File: src/rtl/branch_comp_seq.sv
// Sliced branch comparator: MSB-first, one slice per clock, optional early exit; result in 1..NSLICE cycles.
// Valid/ready on both sides; one request in flight, results held in DONE until out_ready_i.
module branch_comp_seq #(
   parameter int REG_WIDTH   = 32,
   parameter int SLICE_WIDTH = 8,
   parameter bit EARLY_EXIT  = 1'b1
) (
   input  logic                 clk_i,
   input  logic                 rst_n_i,
   input  logic                 flush_i,
   input  logic                 pc_write_i,
   input  logic                 in_valid_i,
   output logic                 in_ready_o,
   input  logic                 br_un_i,
   input  logic [2:0]           funct3_i,
   input  logic [REG_WIDTH-1:0] data_rs1_i,
   input  logic [REG_WIDTH-1:0] data_rs2_i,
   output logic                 out_valid_o,
   input  logic                 out_ready_i,
   output logic                 br_eq_o,
   output logic                 br_lt_o,
   output logic                 br_taken_o,
   output logic                 br_illegal_o,
   output logic                 busy_o
);
   localparam int NSLICE = REG_WIDTH / SLICE_WIDTH;
   localparam int IW     = (NSLICE > 1) ? $clog2(NSLICE) : 1;

   localparam logic [1:0] S_IDLE = 2'd0;
   localparam logic [1:0] S_CMP  = 2'd1;
   localparam logic [1:0] S_DONE = 2'd2;

   typedef struct packed {
      logic [REG_WIDTH-1:0] rs1;
      logic [REG_WIDTH-1:0] rs2;
      logic                 un;
      logic [2:0]           f3;
   } req_t;

   logic [1:0]             state_q, state_d;
   req_t                   req_q, req_d;
   logic [IW-1:0]          idx_q, idx_d;
   logic                   eq_q, eq_d, lt_q, lt_d;
   logic                   taken_q, taken_d, ill_q, ill_d;
   logic                   dec_q, dec_d;
   logic [SLICE_WIDTH-1:0] s1, s2, sgn_mask;
   logic                   accept, diff, res_dec, res_lt, last;

   function automatic logic taken_fn(input logic [2:0] f3, input logic eq, input logic lt);
      case (f3)
         3'b000:          return eq;
         3'b001:          return !eq;
         3'b100, 3'b110:  return lt;
         3'b101, 3'b111:  return !lt;
         default:         return 1'b0;
      endcase
   endfunction

   assign in_ready_o   = (state_q == S_IDLE) && rst_n_i && !flush_i;
   assign accept       = in_valid_i && in_ready_o;
   assign out_valid_o  = (state_q == S_DONE);
   assign busy_o       = (state_q != S_IDLE);
   assign br_eq_o      = eq_q;
   assign br_lt_o      = lt_q;
   assign br_taken_o   = taken_q;
   assign br_illegal_o = ill_q;

   always_comb begin
      // Flipping the sign bit of the top slice turns signed order into unsigned order.
      sgn_mask = '0;
      sgn_mask[SLICE_WIDTH-1] = (idx_q == IW'(NSLICE-1)) && !req_q.un;
      s1 = req_q.rs1[int'(idx_q)*SLICE_WIDTH +: SLICE_WIDTH] ^ sgn_mask;
      s2 = req_q.rs2[int'(idx_q)*SLICE_WIDTH +: SLICE_WIDTH] ^ sgn_mask;
      diff    = (s1 != s2);
      res_dec = dec_q || diff;
      // Once a higher slice has decided, lower slices must not overwrite lt.
      res_lt  = dec_q ? lt_q : (diff && (s1 < s2));
      last    = (idx_q == '0) || (EARLY_EXIT && diff);

      state_d = state_q;
      req_d   = req_q;
      idx_d   = idx_q;
      eq_d    = eq_q;
      lt_d    = lt_q;
      taken_d = taken_q;
      ill_d   = ill_q;
      dec_d   = dec_q;

      case (state_q)
         S_IDLE: begin
            if (accept) begin
               req_d.rs1 = data_rs1_i;
               req_d.rs2 = data_rs2_i;
               req_d.un  = br_un_i;
               req_d.f3  = funct3_i;
               idx_d     = IW'(NSLICE-1);
               ill_d     = (funct3_i[2:1] == 2'b01);
               eq_d      = 1'b0;
               lt_d      = 1'b0;
               taken_d   = 1'b0;
               dec_d     = 1'b0;
               state_d   = pc_write_i ? S_CMP : S_DONE;
            end
         end
         S_CMP: begin
            if (last) begin
               eq_d    = !res_dec;
               lt_d    = res_lt;
               taken_d = taken_fn(req_q.f3, !res_dec, res_lt);
               state_d = S_DONE;
            end else begin
               idx_d = idx_q - IW'(1);
               dec_d = res_dec;
               lt_d  = res_lt;
            end
         end
         S_DONE: begin
            if (out_ready_i) state_d = S_IDLE;
         end
         default: state_d = S_IDLE;
      endcase
   end

   always_ff @(posedge clk_i) begin
      if (!rst_n_i) begin
         state_q <= S_IDLE;
         req_q   <= '0;
         idx_q   <= '0;
         eq_q    <= 1'b0;
         lt_q    <= 1'b0;
         taken_q <= 1'b0;
         ill_q   <= 1'b0;
         dec_q   <= 1'b0;
      end else if (flush_i) begin
         state_q <= S_IDLE;
         eq_q    <= 1'b0;
         lt_q    <= 1'b0;
         taken_q <= 1'b0;
         ill_q   <= 1'b0;
         dec_q   <= 1'b0;
      end else begin
         state_q <= state_d;
         req_q   <= req_d;
         idx_q   <= idx_d;
         eq_q    <= eq_d;
         lt_q    <= lt_d;
         taken_q <= taken_d;
         ill_q   <= ill_d;
         dec_q   <= dec_d;
      end
   end
endmodule

File: config.mk
export PLATFORM = sky130hd
export DESIGN_NAME = branch_comp_seq
export DESIGN_NICKNAME = d
export VERILOG_FILES = /design/src/rtl/branch_comp_seq.sv
export SDC_FILE = /design/constraint.sdc
export NUM_CORES = 1
export LEC_CHECK = 0
export CAP_MARGIN = 20
export CORE_MARGIN = 2
export CORE_UTILIZATION = 40
export CTS_CLUSTER_SIZE = 24
export DETAILED_ROUTE_END_ITERATION = 6
export HOLD_SLACK_MARGIN = 0.02
export PLACE_DENSITY = 0.74
export SYNTH_ARGS = -nofsm -noshare
export SYNTH_HDL_FRONTEND = slang
export SYNTH_SLANG_ARGS = --single-unit
File: constraint.sdc
create_clock -name clk_i -period 3.2 [get_ports clk_i]
set_input_delay 0.32 -clock clk_i [delete_from_list [all_inputs] [get_ports clk_i]]
set_output_delay 0.32 -clock clk_i [all_outputs]
set_load 0.03 [all_outputs]
==> flow_summary.yaml, run 1 <==
cells_and_area:
  final_net_count: 565
  drive_above_1_share_pct: 9.90
  flow.area_growth_from_synthesis_pct: 31.3
  fin_util_pct: 54.6
  mostFrequentLayoutCell: "sky130_fd_sc_hd__nand2_1"
  diode_count: 0
  highest_count_cells_in_the_layout_ignoring_fill_and_taps: "sky130_fd_sc_hd__nand2_1 (142), sky130_fd_sc_hd__clkdlybuf4s50_1 (80), sky130_fd_sc_hd__dfxtp_1 (77), sky130_fd_sc_hd__a21oi_1 (72), sky130_fd_sc_hd__mux4_2 (16)"
  number_of_filler_cells_placed_in_the_layout: 766
worst_setup_path:
  crit_arrival_ns: 3.00
  timing_worst_setup_path_type: "flop to flop"
  setup.worst_path.end_class: "flop"
  worstPathMaxFanout: 13
  worstPathRequired_ns: 3.44
  start_kind: "flop"
placement:
  place.port_buffers: 80
  dp_worst_setup_slack_ns: 0.448
  gpl.final_weighted_congestion: 0.852
  detailedPlacementHpwl_mm: 6.00
synthesis:
  synth.area.mux_share_pct: 10.4
  synth_top_family_by_area: "simple AND/OR/NAND/NOR gates"
  synth_xor_area_share_pct: 0.508
  synth_largest_type_area_fraction_pct: 44.7
  netlist_instances: 408
  synth.largest_area_cell: "sky130_fd_sc_hd__dfxtp_1"
  synth.area.top_cells: "sky130_fd_sc_hd__dfxtp_1 (45%), sky130_fd_sc_hd__nand2_1 (15%), sky130_fd_sc_hd__a21oi_1 (10%)"
  post_synth.cell_area_avg_sq_um: 8.45
  mappedNetlistArea_sq_mm: 0.00345
  complex_gate_fraction_of_the_synthesized_area_pct: 14.9
  ys_seq_area_share_pct: 44.7
  synth_simple_gate_area_share_pct: 21.3
  synth-adder-area-share_pct: 3.63
  ys_ff_latch: 77
  syn_warnings: 0
  mappedNetlistNets: 492
  yosys.cell_types.count: 42
floorplanning:
  std_cell_rows: 33
  die_y_um: 96.9
  fp.dieArea_sq_mm: 0.00938
  top_level_ports: 81
  core_area_sq_mm: 0.00830
  initial_utilization_pct: 41.6
  die_width_um: 96.9
pwr:
  total_power_mw: 1.93
  p_clk_share_pct: 33.6
  combPwrFrac_pct: 14.3
  total_leakage_power_nw: 1.56
  power_report.internal_total_mw: 1.46
  worst_ir_drop_vdd_v: 0.000262
  net-switching-power_uw: 470
  power_per_cell_area_mw_per_mm2: 427
  share_of_power_burned_in_registers_pct: 52.1
  netSwitchingFraction_pct: 24.3
route:
  drc_errors: 0
  avgViaCountPerCell: 5.07
  drt_first_pass_iters: 4
  topRoutingLayerUsed: "met4"
  routed-wl-met3_um: 431
  ant_nets: 0
  drt-met1-wl_mm: 3.41
  drt-initial-drc-count: 134
  routed_wl_mm: 7.91
  vias: 2994
  route.detailed.wl_per_inst_um: 13.4
  routed-wl-met2_mm: 4.00
cts:
  clock_tree.htree_level_count: 3
  numClockSinks: 77
  worst_skew_pair.late_latency_ns: 0.34
  buffer_count_from_post_cts_setup_fixing: 0
  ctsHoldBuffers: 0
  clk_pin_slew_ns: 0.07
  root_buffer: "sky130_fd_sc_hd__clkbuf_8"
  cts.path.max_buffers: 2
  post_cts_resize_count: 0
  numCtsBuffers: 9
  cts_tree: "built"
global_routing:
  globalRouteTotalUtil_pct: 17.0
  grt_start_max_net_pins: 45
  first_global_vias: 2890
  initial_antenna_violation_count: 0
  grt-ovfl-total: 0
  grt_pass1_wl_mm: 13.0
sta:
  finalWorstSetupSlack_ns: 0.436
  min_cycle_time_layout_ns: 2.76
  timing_worst_slew_pin_value_ns: 0.629
  finalSetupViolCount: 0
  setup-tns-final_ns: 0
  fmax_mhz: 362
  final.setup_skew_ns: 0.00459
  slew_violations: 0
  period_share_pct: 86.4
  relSlewSlack_pct: 58.0
  worst_hold_slack_ns: 0.455
  unrepaired_setup_endpoints_after_global_routing: "no"
  report.final.hold_viol_count: 0
job:
  drv.max_cap_violation_count: 0
status:
  run_status: "complete, no violations"
hold_path:
  min-delay-path-class: "flop to flop"
metrics by stage:
stage	std cells	cell area, sq um
floorplan	408	3450
finish	590	4530
CTS	590	4530
global route	590	4530
global placement	575	4350
detailed placement	575	4350
critical path, cell delays in order (launching register included):
cell and delay, ns:
sky130_fd_sc_hd__dfxtp_1 0.34, sky130_fd_sc_hd__buf_4 0.22, sky130_fd_sc_hd__mux4_2 0.54, sky130_fd_sc_hd__xnor2_1 0.15, sky130_fd_sc_hd__ha_1 0.34, sky130_fd_sc_hd__nand4_4 0.14, sky130_fd_sc_hd__o311ai_1 0.51, sky130_fd_sc_hd__nor2_1 0.13
sky130_fd_sc_hd__a31oi_1 0.23, sky130_fd_sc_hd__nand2_1 0.07
power groups by stage:
stage | sequential [mW] | clock (mW) | combinational, mW
3_3_place_gp | 1.03 | 0 | 0.270
2_1_floorplan | 1.02 | 0 | 0.148
3_5_place_dp | 1.03 | 0 | 0.275
4_1_cts | 1.01 | 0.661 | 0.277
5_1_grt | 1.01 | 0.698 | 0.304
6_report | 1.01 | 0.649 | 0.275
synth_stat cells (all sizes together):
cell type and instances:
xnor2 1, nand4 2, mux4 16, o21ai 3
clkbuf 15, nor3b 1, o31ai 1, nor2 9
a21o 1, a21oi 72, a2111oi 2, and3 2
nand2b 4, or3 1, a31oi 3, nand3b 1
and4b 1, dfxtp 77, nor4 2, buf 12
a311oi 1, a2111o 1, a211oi 1, o21a 1
or4 1, and2b 1, o311ai 2, nand3 3
nand2 142, a32oi 1, nor2b 2, nor3 2
ha 10, o21ba 1, xor2 1, inv 11
a22o 1
layout make-up:
cell class	instances	area (sq um)	area share, %
multi-input combinational	293	1760	38.8
sequential	77	1540	34.0
timing repair buffer	89	881	19.5
clock buffer	12	155	3.43
tap	105	131	2.90
inverter	11	41.3	0.912
clock inverter	3	21.3	0.470
final timing paths:
| kind | depth (start not counted) | start | slack (ns) | endpoint |
|---|---|---|---|---|
| max | 9 | idx_q[1]$_SDFFE_PN0P_ | 0.44 | br_taken_o$_SDFFE_PP0P_ |
| min | 2 | req_q[3]$_SDFFE_PN0P_ | 0.46 | req_q[3]$_SDFFE_PN0P_ |
| max reg2reg | 9 | idx_q[1]$_SDFFE_PN0P_ | 0.44 | br_taken_o$_SDFFE_PP0P_ |
| min reg2reg | 2 | req_q[3]$_SDFFE_PN0P_ | 0.46 | req_q[3]$_SDFFE_PN0P_ |
flip-flops by register name, indices dropped and copies added, names as in the netlist:
register and count:
br_lt_o 1, br_illegal_o 1, idx_q 2, state_q 2
br_eq_o 1, dec_q 1, br_taken_o 1, req_q 68
metal layers:
metal | track usage [%] | vias to the layer above
met5 | 0 | -
met4 | 4.98 | 0
met3 | 4.70 | 7
met2 | 29.5 | 80
met1 | 20.5 | 1372
li1 | - | 1535
kinds of logic after synthesis:
group           count (synthesis)
xor+xnor                        2
simple gates                  174
flops                          77
mux                            16
compound gates                 91
buf+inv                        38
fa+ha+maj                      10
Power figures use the tool's default switching activity.
==> inputs of run 2 (changes only) <==
--- a/config.mk
+++ b/config.mk
@@ -7,11 +7,11 @@
 export LEC_CHECK = 0
 export CAP_MARGIN = 20
 export CORE_MARGIN = 2
-export CORE_UTILIZATION = 40
+export CORE_UTILIZATION = 35
 export CTS_CLUSTER_SIZE = 24
 export DETAILED_ROUTE_END_ITERATION = 6
 export HOLD_SLACK_MARGIN = 0.02
-export PLACE_DENSITY = 0.74
+export PLACE_DENSITY = 0.68
 export SYNTH_ARGS = -nofsm -noshare
 export SYNTH_HDL_FRONTEND = slang
 export SYNTH_SLANG_ARGS = --single-unit
==> flow_summary.yaml, run 2 (synthesized netlist as in run 1, its figures left out) <==
status:
  run_status: "complete, no violations"
cts:
  root_buffer: "sky130_fd_sc_hd__clkbuf_8"
  clk_pin_slew_ns: 0.08
  cts.path.max_buffers: 2
  numCtsBuffers: 9
  worst_skew_pair.late_latency_ns: 0.35
  numClockSinks: 77
  clock_tree.htree_level_count: 3
  cts_tree: "built"
worst_setup_path:
  setup.worst_path.end_class: "flop"
  crit_arrival_ns: 3.18
  regToRegSetupSlack_ns: 0.32
  worstPathMaxFanout: 11
  timing_worst_setup_path_type: "flop to flop"
  start_kind: "flop"
  worstPathRequired_ns: 3.50
cells_and_area:
  number_of_filler_cells_placed_in_the_layout: 927
  fin_util_pct: 47.5
  diode_count: 0
  largestRegisters: "req_q (68), idx_q (2), state_q (2)"
  flow.area_growth_from_synthesis_pct: 33.2
  finish.instance_area_sq_mm: 0.00460
  largest_register_ff_count: 68
  registers.top_by_ff_count: "req_q"
  mostFrequentLayoutCell: "sky130_fd_sc_hd__nand2_1"
  final_net_count: 565
  drive_above_1_share_pct: 10.3
  highest_count_cells_in_the_layout_ignoring_fill_and_taps: "sky130_fd_sc_hd__nand2_1 (142), sky130_fd_sc_hd__clkdlybuf4s50_1 (80), sky130_fd_sc_hd__dfxtp_1 (77), sky130_fd_sc_hd__a21oi_1 (72), sky130_fd_sc_hd__mux4_2 (16)"
hold_path:
  min-delay-path-class: "flop to flop"
route:
  ant_nets: 0
  route.detailed.wl_per_inst_um: 13.5
  drc_errors: 0
  drt-initial-drc-count: 166
  routed_wl_mm: 8.37
  drt_first_pass_iters: 5
  vias: 3036
  avgViaCountPerCell: 4.90
sta:
  final.setup_skew_ns: 0.00745
  report.final.hold_viol_count: 0
  unrepaired_setup_endpoints_after_global_routing: "no"
  setup-tns-final_ns: 0
  min_cycle_time_layout_ns: 2.88
  fmax_mhz: 347
  relSlewSlack_pct: 54.0
  period_share_pct: 90.1
  worst_hold_slack_ns: 0.453
  slew_violations: 0
  timing_worst_slew_pin_value_ns: 0.689
  finalSetupViolCount: 0
placement:
  place.port_buffers: 80
  detailedPlacementHpwl_mm: 6.34
  gpl.final_weighted_congestion: 1.00
  place_area_sq_mm: 0.00437
global_routing:
  grt-ovfl-total: 0
  grt_pass1_wl_mm: 13.4
  grt_start_max_net_pins: 44
  globalRouteTotalUtil_pct: 16.3
  initial_antenna_violation_count: 0
  first_global_vias: 2840
floorplanning:
  std_cell_rows: 36
  top_level_ports: 81
  die_y_um: 103
  die_width_um: 103
  fp.dieArea_sq_mm: 0.0107
  core_area_sq_mm: 0.00968
  initial_utilization_pct: 35.6
pwr:
  total_power_mw: 2.08
  total_leakage_power_nw: 1.58
  power_per_cell_area_mw_per_mm2: 452
  worst_ir_drop_vdd_v: 0.000234
job:
  drv.max_cap_violation_count: 0
-- run 2: changes by cell type in the layout (fill, tap and decap cells not counted) --
cell	previous run	this run
sky130_fd_sc_hd__buf_12	1	0
sky130_fd_sc_hd__buf_4	8	9
sky130_fd_sc_hd__bufinv_16	0	2
sky130_fd_sc_hd__clkbuf_8	11	9
sky130_fd_sc_hd__clkinv_2	1	2
sky130_fd_sc_hd__clkinv_4	1	2
sky130_fd_sc_hd__clkinvlp_4	1	0
sky130_fd_sc_hd__nor4_1	2	1
sky130_fd_sc_hd__nor4_2	0	1
-- run 2: final cells by class --
type	instances	area, sq um	area share [%]
multi-input cells	293	1760	38.4
inverters	11	41.3	0.898
repair buffers	89	868	18.9
clock inverters	6	87.6	1.91
well taps	133	166	3.62
clock buffers	10	128	2.78
flip-flops and latches	77	1540	33.5
-- run 2: worst paths after layout --
check,start,end,cells past startpoint
worst max-delay path,idx_q[1]$_SDFFE_PN0P_,br_taken_o$_SDFFE_PP0P_,8
worst min-delay path,br_illegal_o$_SDFFE_PP0P_,br_illegal_o$_SDFFE_PP0P_,2
worst max register to register,idx_q[1]$_SDFFE_PN0P_,br_taken_o$_SDFFE_PP0P_,8
worst min register to register,br_illegal_o$_SDFFE_PP0P_,br_illegal_o$_SDFFE_PP0P_,2
-- run 2: power by group --
part           leakage (nW)  switching (mW)  internal (mW)
logic                 0.845           0.125          0.152
clock network         0.110           0.353          0.439
registers             0.625          0.0191          0.988
total                  1.58           0.497           1.58
-- run 2: routing by layer --
metal	global-route usage (%)	share of wire [%]	up-vias
met5	0	0	-
met4	5.67	1.5	0
met3	3.36	4.1	9
met2	28.0	51	76
met1	20.4	43	1417
li1	-	-	1534
-- run 2: metrics by stage --
step / setup slack [ns] / cells
after floorplan: 0.491 / 408
after global placement: 0.413 / 603
after detailed placement: 0.302 / 603
after CTS: 0.255 / 619
after global routing: 0.0601 / 619
final: 0.316 / 619
-- run 2: repair_timing --
action | in CTS | in global routing
endpoints found under the setup margin | 0 | 1
buffers inserted | 0 | 0
hold buffers | 0 | 0
gates resized for setup | 0 | 1
-- run 2: critical path, stage by stage (launching register included) --
cell and delay [ns]:
sky130_fd_sc_hd__dfxtp_1 0.48, sky130_fd_sc_hd__buf_4 0.28, sky130_fd_sc_hd__mux4_2 0.54, sky130_fd_sc_hd__ha_1 0.32, sky130_fd_sc_hd__nand4_1 0.23, sky130_fd_sc_hd__or4_4 0.50
sky130_fd_sc_hd__a2111oi_2 0.36, sky130_fd_sc_hd__a31oi_1 0.07, sky130_fd_sc_hd__nand2_1 0.06
==> inputs of run 3 (changes only) <==
--- a/config.mk
+++ b/config.mk
@@ -5,7 +5,6 @@
 export SDC_FILE = /design/constraint.sdc
 export NUM_CORES = 1
 export LEC_CHECK = 0
-export CAP_MARGIN = 20
 export CORE_MARGIN = 2
 export CORE_UTILIZATION = 35
 export CTS_CLUSTER_SIZE = 24
==> results of run 3 <==
Final layout, timing and power as in run 2 (identical DEF).
==> RTL edit (flow settings as in run 1) <==
The parameter `EARLY_EXIT` goes from 1'b1 to 1'b0.
--- a/src/rtl/branch_comp_seq.sv
+++ b/src/rtl/branch_comp_seq.sv
@@ -5,3 +5,3 @@
    parameter int SLICE_WIDTH = 8,
-   parameter bit EARLY_EXIT  = 1'b1
+   parameter bit EARLY_EXIT  = 1'b0
 ) (
Function: changed (Yosys sat finds a counterexample within 4 cycles, from zero or initial values and one cycle with rst_n_i low).
==> RTL edit against run 1 <==
Synthesized area rose by 7.7%; wire length rose by 6.2%; sequential cell count did not move; final area rose by 5.6%; synthesized cell count rose by 1.5%; combinational power fell by 2%; count of clock-buffer cells in the layout fell by 2; cell count rose by 1.9%; power rose by 7.1%; worst setup slack got worse by 0.0046 ns; die area rose by 7.4%; critical path type unchanged; largest power group unchanged; highest routed layer unchanged.
==> RTL edit: results (changes against run 1) <==
First-pass GRT wire length = 13.9 mm (was 13.0 mm)
Syn nets = 498 (was 492)
Avg Inst Size Synth = 8.98 um2 (was 8.45 um2)
Layout cells sized above 1 = 0.118 (was 0.0990)
VDD IR max = 0.192 mV (was 0.262 mV)
Drt wl/cell = 14.0 um (was 13.4 um)
Layout Nets = 569 (was 565)
Fill cells = 833 (was 766)
Final worst slack = 0.431 ns (was 0.436 ns)
Max FO, Critical Path = 9 (was 13)
Met1 usage = 0.226 (was 0.205)
Routing usage on met2 = 0.293 (was 0.295)
Via count = 3066 (was 2994)
Leakage = 1.66 nW (was 1.56 nW)
Status = finished, final reports clean (unchanged)
Met3 usage = 0.0376 (was 0.0470)
Hold path endpoint = br_illegal_o$_SDFFE_PP0P_ (was req_q[3]$_SDFFE_PN0P_)
Gr usage total = 0.177 (was 0.170)
WL met1 = 3.82 mm (was 3.41 mm)
Dpl cell area = 4570 um2 (was 4350 um2)
WL met2 = 3.94 mm (was 4.00 mm)
Vias in the first global route = 3031 (was 2890)
Dpl ws = 0.446 ns (was 0.448 ns)
Worst Clk Skew = 0.0112 ns (was 0.00459 ns)
Crit path DAT = 3.06 ns (was 3.00 ns)
Non-filler cells, final = 601 (was 590)
Largest cells by area after synthesis = dfxtp_1 41%, nand2_1 15%, a21boi_0 12%, mux4_2 9.7%, ha_1 3.4% (was dfxtp_1 45%, nand2_1 15%, a21oi_1 10%, mux4_2 10%, ha_1 3.6%)
## RTL edit: layout make-up
cell class / instances / share of cell area
Clock buffer: 10 / 0.0267
Sequential cell: 77 / 0.323
Tap cell: 111 / 0.0291
Inverter: 10 / 0.00785
Timing Repair Buffer: 90 / 0.185
Multi-Input combinational cell: 297 / 0.411
Clock inverter: 6 / 0.0181
## RTL edit: cell families (layout without fill, tap and decap cells)
group | after synthesis | count (layout) | share of synthesized area
simple gates | 177 | 177 | 0.199
compound gates | 90 | 90 | 0.187
flops | 77 | 77 | 0.415
buf+inv | 40 | 116 | 0.0576
mux | 18 | 18 | 0.103
fa+ha+maj | 10 | 10 | 0.0337
xor+xnor | 2 | 2 | 0.00471
## RTL edit: power by group
group / internal [mW] / total, mW / switching, mW
registers: 0.988 / 1.01 / 0.0235
clock network: 0.439 / 0.789 / 0.350
logic: 0.158 / 0.269 / 0.111
total: 1.59 / 2.07 / 0.484
